`src/rtl/wb_stream_pkg.sv`:
```
// Shared definitions for the byte-stream to Wishbone master bridge:
// command codes, controller states and the status byte prefix.
package wb_stream_pkg;

   // Host command bytes
   localparam logic [7:0] CMD_ADDR   = 8'h41;  // 'A' + 3 address bytes
   localparam logic [7:0] CMD_WRITE  = 8'h57;  // 'W' + L + (L+1) data bytes
   localparam logic [7:0] CMD_READ   = 8'h52;  // 'R' + L -> (L+1) read bytes
   localparam logic [7:0] CMD_STATUS = 8'h53;  // 'S' -> status byte

   // Upper seven bits of the status byte; the LSB carries the error flag
   localparam logic [6:0] STATUS_PREFIX = 7'b1010010;

   typedef enum logic [2:0] {
      ST_IDLE,
      ST_ADDR,
      ST_LEN,
      ST_WDATA,
      ST_WBUS,
      ST_RBUS,
      ST_RSEND,
      ST_STATUS
   } state_t;

endpackage

```
`src/rtl/wb_stream_bridge.sv`:
```
// Byte-stream command decoder driving 8-bit Wishbone master cycles.
// Address/length/data arrive on rx, read results and status leave on tx.
// Every bus cycle is guarded by an ack timeout that completes the cycle
// with an error (reads return 0xFF) if the slave never responds.
module wb_stream_bridge
   import wb_stream_pkg::*;
#(
   parameter int TIMEOUT_BITS = 8
) (
   input  logic        clk,
   input  logic        reset,
   input  logic [0:7]  rx_data,
   input  logic        rx_valid,
   output logic        rx_ready,
   output logic [0:7]  tx_data,
   output logic        tx_valid,
   input  logic        tx_ready,
   output logic [0:23] wb_adr_o,
   output logic [0:7]  wb_dat_o,
   input  logic [0:7]  wb_dat_i,
   output logic        wb_we_o,
   output logic [0:0]  wb_sel_o,
   output logic        wb_stb_o,
   output logic        wb_cyc_o,
   input  logic        wb_ack_i,
   output logic        busy,
   output logic        error
);

   localparam logic [TIMEOUT_BITS-1:0] TMO_MAX = '1;

   state_t                  state_q, state_d;
   logic [0:23]             adr_q, adr_d;
   logic [0:7]              dat_q, dat_d;
   logic                    we_q, we_d;
   logic                    stb_q, stb_d;
   logic [0:7]              tx_data_q, tx_data_d;
   logic                    error_q, error_d;
   logic [7:0]              len_q, len_d;
   logic [1:0]              abyte_q, abyte_d;
   logic                    is_read_q, is_read_d;
   logic [TIMEOUT_BITS-1:0] tmo_q, tmo_d;
   logic                    live_q;

   logic rx_fire;
   logic tx_fire;
   logic bus_ack;
   logic bus_tmo;
   logic bus_done;
   logic error_set;
   logic error_clr;

   // Handshakes and bus-cycle completion; ack only counts while stb is high
   assign rx_fire  = rx_valid & rx_ready;
   assign tx_fire  = tx_valid & tx_ready;
   assign bus_ack  = stb_q & wb_ack_i;
   assign bus_tmo  = stb_q & ~wb_ack_i & (tmo_q == TMO_MAX);
   assign bus_done = bus_ack | bus_tmo;

   // State register
   always_ff @(posedge clk or posedge reset) begin
      if (reset) begin
         state_q <= ST_IDLE;
      end else begin
         state_q <= state_d;
      end
   end

   // Next-state decode
   always_comb begin
      state_d = state_q;
      case (state_q)
         ST_IDLE: begin
            if (rx_fire) begin
               case (rx_data)
                  CMD_ADDR:   state_d = ST_ADDR;
                  CMD_WRITE:  state_d = ST_LEN;
                  CMD_READ:   state_d = ST_LEN;
                  CMD_STATUS: state_d = ST_STATUS;
                  default:    state_d = ST_IDLE;
               endcase
            end
         end
         ST_ADDR:   if (rx_fire && abyte_q == 2'd2) state_d = ST_IDLE;
         ST_LEN:    if (rx_fire) state_d = is_read_q ? ST_RBUS : ST_WDATA;
         ST_WDATA:  if (rx_fire) state_d = ST_WBUS;
         ST_WBUS:   if (bus_done) state_d = (len_q == 8'd0) ? ST_IDLE : ST_WDATA;
         ST_RBUS:   if (bus_done) state_d = ST_RSEND;
         ST_RSEND:  if (tx_fire) state_d = (len_q == 8'd0) ? ST_IDLE : ST_RBUS;
         ST_STATUS: if (tx_fire) state_d = ST_IDLE;
         default:   state_d = ST_IDLE;
      endcase
   end

   // Stream-side outputs decoded from the state; rx stays closed until the
   // first edge after reset so the host never sees ready during reset
   always_comb begin
      rx_ready = 1'b0;
      tx_valid = 1'b0;
      busy     = (state_q != ST_IDLE);
      case (state_q)
         ST_IDLE, ST_ADDR, ST_LEN, ST_WDATA: rx_ready = live_q;
         ST_RSEND, ST_STATUS:                tx_valid = 1'b1;
         default: ;
      endcase
   end

   // Datapath registers: address, bus cycle signals, counters, response byte
   always_ff @(posedge clk or posedge reset) begin
      if (reset) begin
         adr_q     <= '0;
         dat_q     <= '0;
         we_q      <= 1'b0;
         stb_q     <= 1'b0;
         tx_data_q <= '0;
         error_q   <= 1'b0;
         len_q     <= '0;
         abyte_q   <= '0;
         is_read_q <= 1'b0;
         tmo_q     <= '0;
         live_q    <= 1'b0;
      end else begin
         adr_q     <= adr_d;
         dat_q     <= dat_d;
         we_q      <= we_d;
         stb_q     <= stb_d;
         tx_data_q <= tx_data_d;
         error_q   <= error_d;
         len_q     <= len_d;
         abyte_q   <= abyte_d;
         is_read_q <= is_read_d;
         tmo_q     <= tmo_d;
         live_q    <= 1'b1;
      end
   end

   // Datapath next values; tmo counts stb-high cycles including the current one
   always_comb begin
      adr_d     = adr_q;
      dat_d     = dat_q;
      we_d      = we_q;
      stb_d     = stb_q;
      tx_data_d = tx_data_q;
      len_d     = len_q;
      abyte_d   = abyte_q;
      is_read_d = is_read_q;
      error_set = 1'b0;
      error_clr = 1'b0;
      tmo_d     = (stb_q && !bus_done) ? tmo_q + 1'b1 : '0;

      case (state_q)
         ST_IDLE: begin
            if (rx_fire) begin
               abyte_d   = 2'd0;
               is_read_d = (rx_data == CMD_READ);
               case (rx_data)
                  CMD_ADDR, CMD_WRITE, CMD_READ: ;
                  CMD_STATUS: tx_data_d = {STATUS_PREFIX, error_q};
                  default:    error_set = 1'b1;
               endcase
            end
         end
         ST_ADDR: begin
            if (rx_fire) begin
               case (abyte_q)
                  2'd0:    adr_d[0:7]   = rx_data;
                  2'd1:    adr_d[8:15]  = rx_data;
                  default: adr_d[16:23] = rx_data;
               endcase
               abyte_d = abyte_q + 2'd1;
            end
         end
         ST_LEN: begin
            if (rx_fire) begin
               len_d = rx_data;
               if (is_read_q) begin
                  stb_d = 1'b1;
                  we_d  = 1'b0;
                  tmo_d = 1;
               end
            end
         end
         ST_WDATA: begin
            if (rx_fire) begin
               dat_d = rx_data;
               we_d  = 1'b1;
               stb_d = 1'b1;
               tmo_d = 1;
            end
         end
         ST_WBUS: begin
            if (bus_done) begin
               stb_d     = 1'b0;
               we_d      = 1'b0;
               adr_d     = adr_q + 24'd1;
               error_set = bus_tmo;
               if (len_q != 8'd0) len_d = len_q - 8'd1;
            end
         end
         ST_RBUS: begin
            if (bus_done) begin
               stb_d     = 1'b0;
               adr_d     = adr_q + 24'd1;
               tx_data_d = bus_ack ? wb_dat_i : 8'hFF;
               error_set = bus_tmo;
            end
         end
         ST_RSEND: begin
            if (tx_fire && len_q != 8'd0) begin
               len_d = len_q - 8'd1;
               stb_d = 1'b1;
               we_d  = 1'b0;
               tmo_d = 1;
            end
         end
         ST_STATUS: begin
            if (tx_fire) error_clr = 1'b1;
         end
         default: ;
      endcase

      // A new error on the same edge as a status read must not be lost
      error_d = error_set | (error_q & ~error_clr);
   end

   assign tx_data  = tx_data_q;
   assign wb_adr_o = adr_q;
   assign wb_dat_o = dat_q;
   assign wb_we_o  = we_q;
   assign wb_stb_o = stb_q;
   assign wb_cyc_o = stb_q;
   assign wb_sel_o = stb_q;
   assign error    = error_q;

endmodule

```
`config.mk`:
```
export PLATFORM = sky130hd
export DESIGN_NAME = wb_stream_bridge
export DESIGN_NICKNAME = d
export VERILOG_FILES = /design/src/rtl/wb_stream_pkg.sv /design/src/rtl/wb_stream_bridge.sv
export SDC_FILE = /design/constraint.sdc
export NUM_CORES = 1
export LEC_CHECK = 0
export ABC_CLOCK_PERIOD_IN_PS = 2000
export BUFFER_PORTS_ARGS = -buffer_cell sky130_fd_sc_hd__buf_2
export CAP_MARGIN = 25
export CORE_UTILIZATION = 29
export CTS_CLUSTER_SIZE = 8
export DETAILED_ROUTE_END_ITERATION = 8
export MAX_ROUTING_LAYER = met4
export PLACE_DENSITY_LB_ADDON = 0.12
export SLEW_MARGIN = 0
export SYNTH_ARGS = -nofsm -noshare
export SYNTH_HDL_FRONTEND = slang
export SYNTH_SLANG_ARGS = --single-unit
```
`constraint.sdc`:
```
create_clock -name clk -period 2 [get_ports clk]
set_input_delay 0.4 -clock clk [delete_from_list [all_inputs] [get_ports clk]]
set_output_delay 0.4 -clock clk [all_outputs]
set_load 0.01 [all_outputs]
```
==> impl_metrics.env <==
export IMPL_r2r_start="tmo_q[0]$_DFF_PP0_"
export IMPL_drt_first_pass_iters=4
export IMPL_viasPerCell=5.21
export IMPL_max_cap_viol_count=0
export IMPL_drive_above_1_share_pct=30.5
export IMPL_grt_pass1_wl_um=20000
export IMPL_routed_wirelength_um=12300
export IMPL_powerDensity_nw_per_um2=1430
export IMPL_fp_dieH_um=120
export IMPL_yosys_cell_types_count=75
export IMPL_syn_area_um2=4010
export IMPL_clockRootBuffer="sky130_fd_sc_hd__clkbuf_16"
export IMPL_chipWidth_um=120
export IMPL_drc=0
export IMPL_cpMaxStageDelayCell="sky130_fd_sc_hd__dfrtp_2"
export IMPL_detail_route_iter0_violations=219
export IMPL_slew_headroom_pct=58.6
export IMPL_reg2reg_slack_ns=0.10
export IMPL_synth_seq_area_share_pct=41.2
export IMPL_reg2reg_depth=7
export IMPL_first_global_vias=3780
export IMPL_worst_setup_path_end_kind="primary output"
export IMPL_fin_cells=740
export IMPL_final_net_count=587
export IMPL_detailedPlacementHpwl_um=9050
export IMPL_ir_drop_mv=0.487
export IMPL_grt_setup_unrepaired="no"
export IMPL_tritoncts_clock_tree="done"
export IMPL_cp_cell_sequence="buf_4 > inv_1 > nor2_1 > buf_2"
export IMPL_detail_route_wl_per_cell_um=16.7
export IMPL_final_period_utilization_pct=96.2
export IMPL_worstPathRequired_ns=1.60
export IMPL_synth_avg_cell_area_um2=8.81
export IMPL_design_core_area_um2=13300
export IMPL_worstPathMaxFanout=11
export IMPL_critPathMaxStageDelay_ns=0.44
export IMPL_static_leakage_power_nw=2.30
export IMPL_clkTransAtPathRegs_ns=0.06
export IMPL_grt_remaining_overflow=0
export IMPL_postRouteAntennaNets=0
export IMPL_clock_latency_ns=0.34
export IMPL_design_portCount=69
export IMPL_finalHoldViolations=0
export IMPL_worstMarginPinSlew_ns=0.620
export IMPL_floorplan_initialDensity_pct=30.0
export IMPL_placement_rows=42
export IMPL_insertedDiodeCount=0
export IMPL_track_usage_pct=18.6
export IMPL_startpoint_type="flip-flop"
export IMPL_worstPathArrival_ns=1.52
export IMPL_vias_after_detailed_routing=3857
export IMPL_routabilityCongestion=0.842
export IMPL_synth_top_area_share_pct=41.2
export IMPL_final_core_util_pct=38.9
export IMPL_mappedNetlistNets=482
export IMPL_synth_area_top_cells="sky130_fd_sc_hd__dfrtp_1 41%, sky130_fd_sc_hd__nand2_1 4.8%, sky130_fd_sc_hd__a21oi_1 4.7%"
export IMPL_type_of_the_worst_setup_path="reg2out"
export IMPL_yosysWarningCount=0
export IMPL_synth_edff_count=0
export IMPL_timing_fmax_mhz=520
export IMPL_place_detailed_instances=724
export IMPL_holdBufCountCts=0
export IMPL_post_route_min_period_ns=1.92
export IMPL_post_route_cell_area_um2=5190
export IMPL_synthesized_instance_count=455
export IMPL_cts_htree_levels=3
export IMPL_p_total_mw=7.41
export IMPL_status="complete, no violations"
export IMPL_fp_dieArea_um2=14300
export IMPL_final_count_of_pins_violating_max_slew=0
export IMPL_largest_net_degree_at_the_start_of_global_routing=53
export IMPL_fin_setup_tns_ns=0
export IMPL_synth_seq_cells=66
export IMPL_yosys_most_used_dff="sky130_fd_sc_hd__dfrtp_1"
export IMPL_min_delay_path_class="in2async"
export IMPL_ctsLongestPathBuffers=2
export IMPL_setup_viol_count_final=0
export IMPL_synth_async_reset_ratio_pct=100
export IMPL_cts_buffers=9
export IMPL_port_buffers=68
export IMPL_worstReg2RegEnd="wb_adr_o[23]$_DFFE_PP0P_"
export IMPL_numClockSinks=66
export IMPL_area_grow_syn2layout_pct=29.5
export IMPL_skew_ns=0.00866
export IMPL_detailed_place_area_um2=4870
export IMPL_fillCellCount=1379
export IMPL_synth_top_cell_by_area="sky130_fd_sc_hd__dfrtp_1"
export IMPL_initial_antenna_violation_count=0
worst max-delay path, delay by kind of cell (launching register included):
| family | cells | cell delay [ns] |
|---|---|---|
| flip-flops | 1 | 0.44 |
| buffers and inverters | 3 | 0.53 |
| AND/OR/NAND/NOR | 1 | 0.21 |
worst max-delay path by stage:
stage / start / end
global placement: rx_data[4] / tx_data[6]$_DFFE_PP0P_
detailed placement: tmo_q[0]$_DFF_PP0_ / tx_data[4]$_DFFE_PP0P_
finish: state_q[2]$_DFFE_PP0P_ / tx_valid
CTS: state_q[1]$_DFFE_PP0P_ / tx_valid
global route: tmo_q[0]$_DFF_PP0_ / wb_adr_o[9]$_DFFE_PP0P_
floorplan: tmo_q[0]$_DFF_PP0_ / wb_adr_o[0]$_DFFE_PP0P_
area by class of cell:
cell class                      count  area [µm²]  share of cell area [%]
Clock buffer                       12         246                    4.75
Timing Repair Buffer              120         793                    15.3
Inverter                           21        82.6                    1.59
Sequential cell                    66        1650                    31.8
Multi-Input combinational cell    342        2160                    41.5
Clock inverter                      3        40.0                   0.771
Tap cell                          176         220                    4.24
state kept, by name, indices dropped and copies added (netlist names):
signal and count:
wb_adr_o 24, len_q 8, tmo_q 8, tx_data 8
wb_dat_o 8, state_q 3, abyte_q 2, error 1
is_read_q 1, live_q 1, wb_cyc_o 1, wb_we_o 1
logic make-up (layout without fill, tap and decap cells):
kind of cell / after synthesis / in the layout / synth area share (%)
simple gates: 171 / 171 / 21.9
xor+xnor: 7 / 7 / 1.53
buf+inv: 47 / 156 / 5.62
other cells: 1 / 1 / 0.0935
mux: 10 / 10 / 2.78
flops: 66 / 66 / 41.2
fa+ha+maj: 6 / 6 / 1.87
compound gates: 147 / 147 / 25.0
stage by stage:
step / setup slack [ns] / hold WS [ns]
floorplan: 0.169 / 0.462
global placement: -0.00294 / 0.462
detailed placement: -0.0405 / 0.462
CTS: 0.00681 / 0.154
global route: 0.00242 / 0.182
finish: 0.0764 / 0.142
power breakdown:
part / internal (mW) / total [mW] / leakage, nW / switching, mW
sequential: 1.86 / 2.40 / 0.803 / 0.537
clock: 0.988 / 1.58 / 0.142 / 0.588
combinational: 1.53 / 3.44 / 1.36 / 1.91
cell usage after synthesis, types with 2 or more instances:
cell	instances
sky130_fd_sc_hd__o2bb2a_1	3
sky130_fd_sc_hd__nor2b_1	5
sky130_fd_sc_hd__o22a_1	2
sky130_fd_sc_hd__o21ai_2	2
sky130_fd_sc_hd__nor4_1	2
sky130_fd_sc_hd__buf_6	4
sky130_fd_sc_hd__a21oi_2	4
sky130_fd_sc_hd__buf_2	8
sky130_fd_sc_hd__o21ai_0	26
sky130_fd_sc_hd__buf_4	2
sky130_fd_sc_hd__a31o_2	2
sky130_fd_sc_hd__nand3_1	18
sky130_fd_sc_hd__a21oi_1	38
sky130_fd_sc_hd__clkbuf_1	9
sky130_fd_sc_hd__nor2_1	37
sky130_fd_sc_hd__dfrtp_1	66
sky130_fd_sc_hd__o31ai_1	4
sky130_fd_sc_hd__mux2_2	8
sky130_fd_sc_hd__xor2_1	2
sky130_fd_sc_hd__o22ai_1	16
sky130_fd_sc_hd__nand2_1	51
sky130_fd_sc_hd__o211ai_1	3
sky130_fd_sc_hd__xnor2_1	5
sky130_fd_sc_hd__a22oi_1	2
sky130_fd_sc_hd__buf_1	2
sky130_fd_sc_hd__nand2b_1	2
sky130_fd_sc_hd__o21a_1	4
sky130_fd_sc_hd__o21ai_1	3
sky130_fd_sc_hd__a21o_1	3
sky130_fd_sc_hd__a2bb2oi_1	5
sky130_fd_sc_hd__and2_1	2
sky130_fd_sc_hd__and4_1	5
sky130_fd_sc_hd__nand4_1	11
sky130_fd_sc_hd__a31oi_1	12
sky130_fd_sc_hd__or3_1	4
sky130_fd_sc_hd__ha_1	6
sky130_fd_sc_hd__nand2_2	2
sky130_fd_sc_hd__and3_1	8
sky130_fd_sc_hd__inv_1	20
sky130_fd_sc_hd__nor3_1	11
sky130_fd_sc_hd__or2_2	2
cell usage in the layout, fill, tap and decap left out, drive strengths merged, types with 3 or more instances in the layout:
cell / count
and3: 8
nand4: 11
a31o: 3
a22oi: 3
inv: 20
ha: 6
o2bb2a: 3
and4: 5
and2: 3
nand2: 53
or3: 4
mux2: 9
buf: 120
nor2b: 5
o211ai: 3
dfrtp: 66
o21a: 4
nand3: 18
a21o: 3
o31ai: 4
a31oi: 13
nor4: 3
nor2: 38
o21ai: 31
nor3: 11
o22ai: 17
a21oi: 43
a2bb2oi: 6
clkbuf: 12
xnor2: 5
what timing repair did:
action,in CTS,in global routing
pin swaps,1,0
setup buffers,1,0
endpoints found under the setup margin,6,14
gates resized for setup,1,6
metal layers:
layer | vias up | track usage, % | wire [µm]
li1 | 1891 | - | -
met1 | 1863 | 24.8 | 5960
met2 | 87 | 28.0 | 5710
met3 | 16 | 2.95 | 437
met4 | 0 | 7.73 | 230
met5 | - | - | 0
Note: power is estimated with default switching activity, not from simulation.
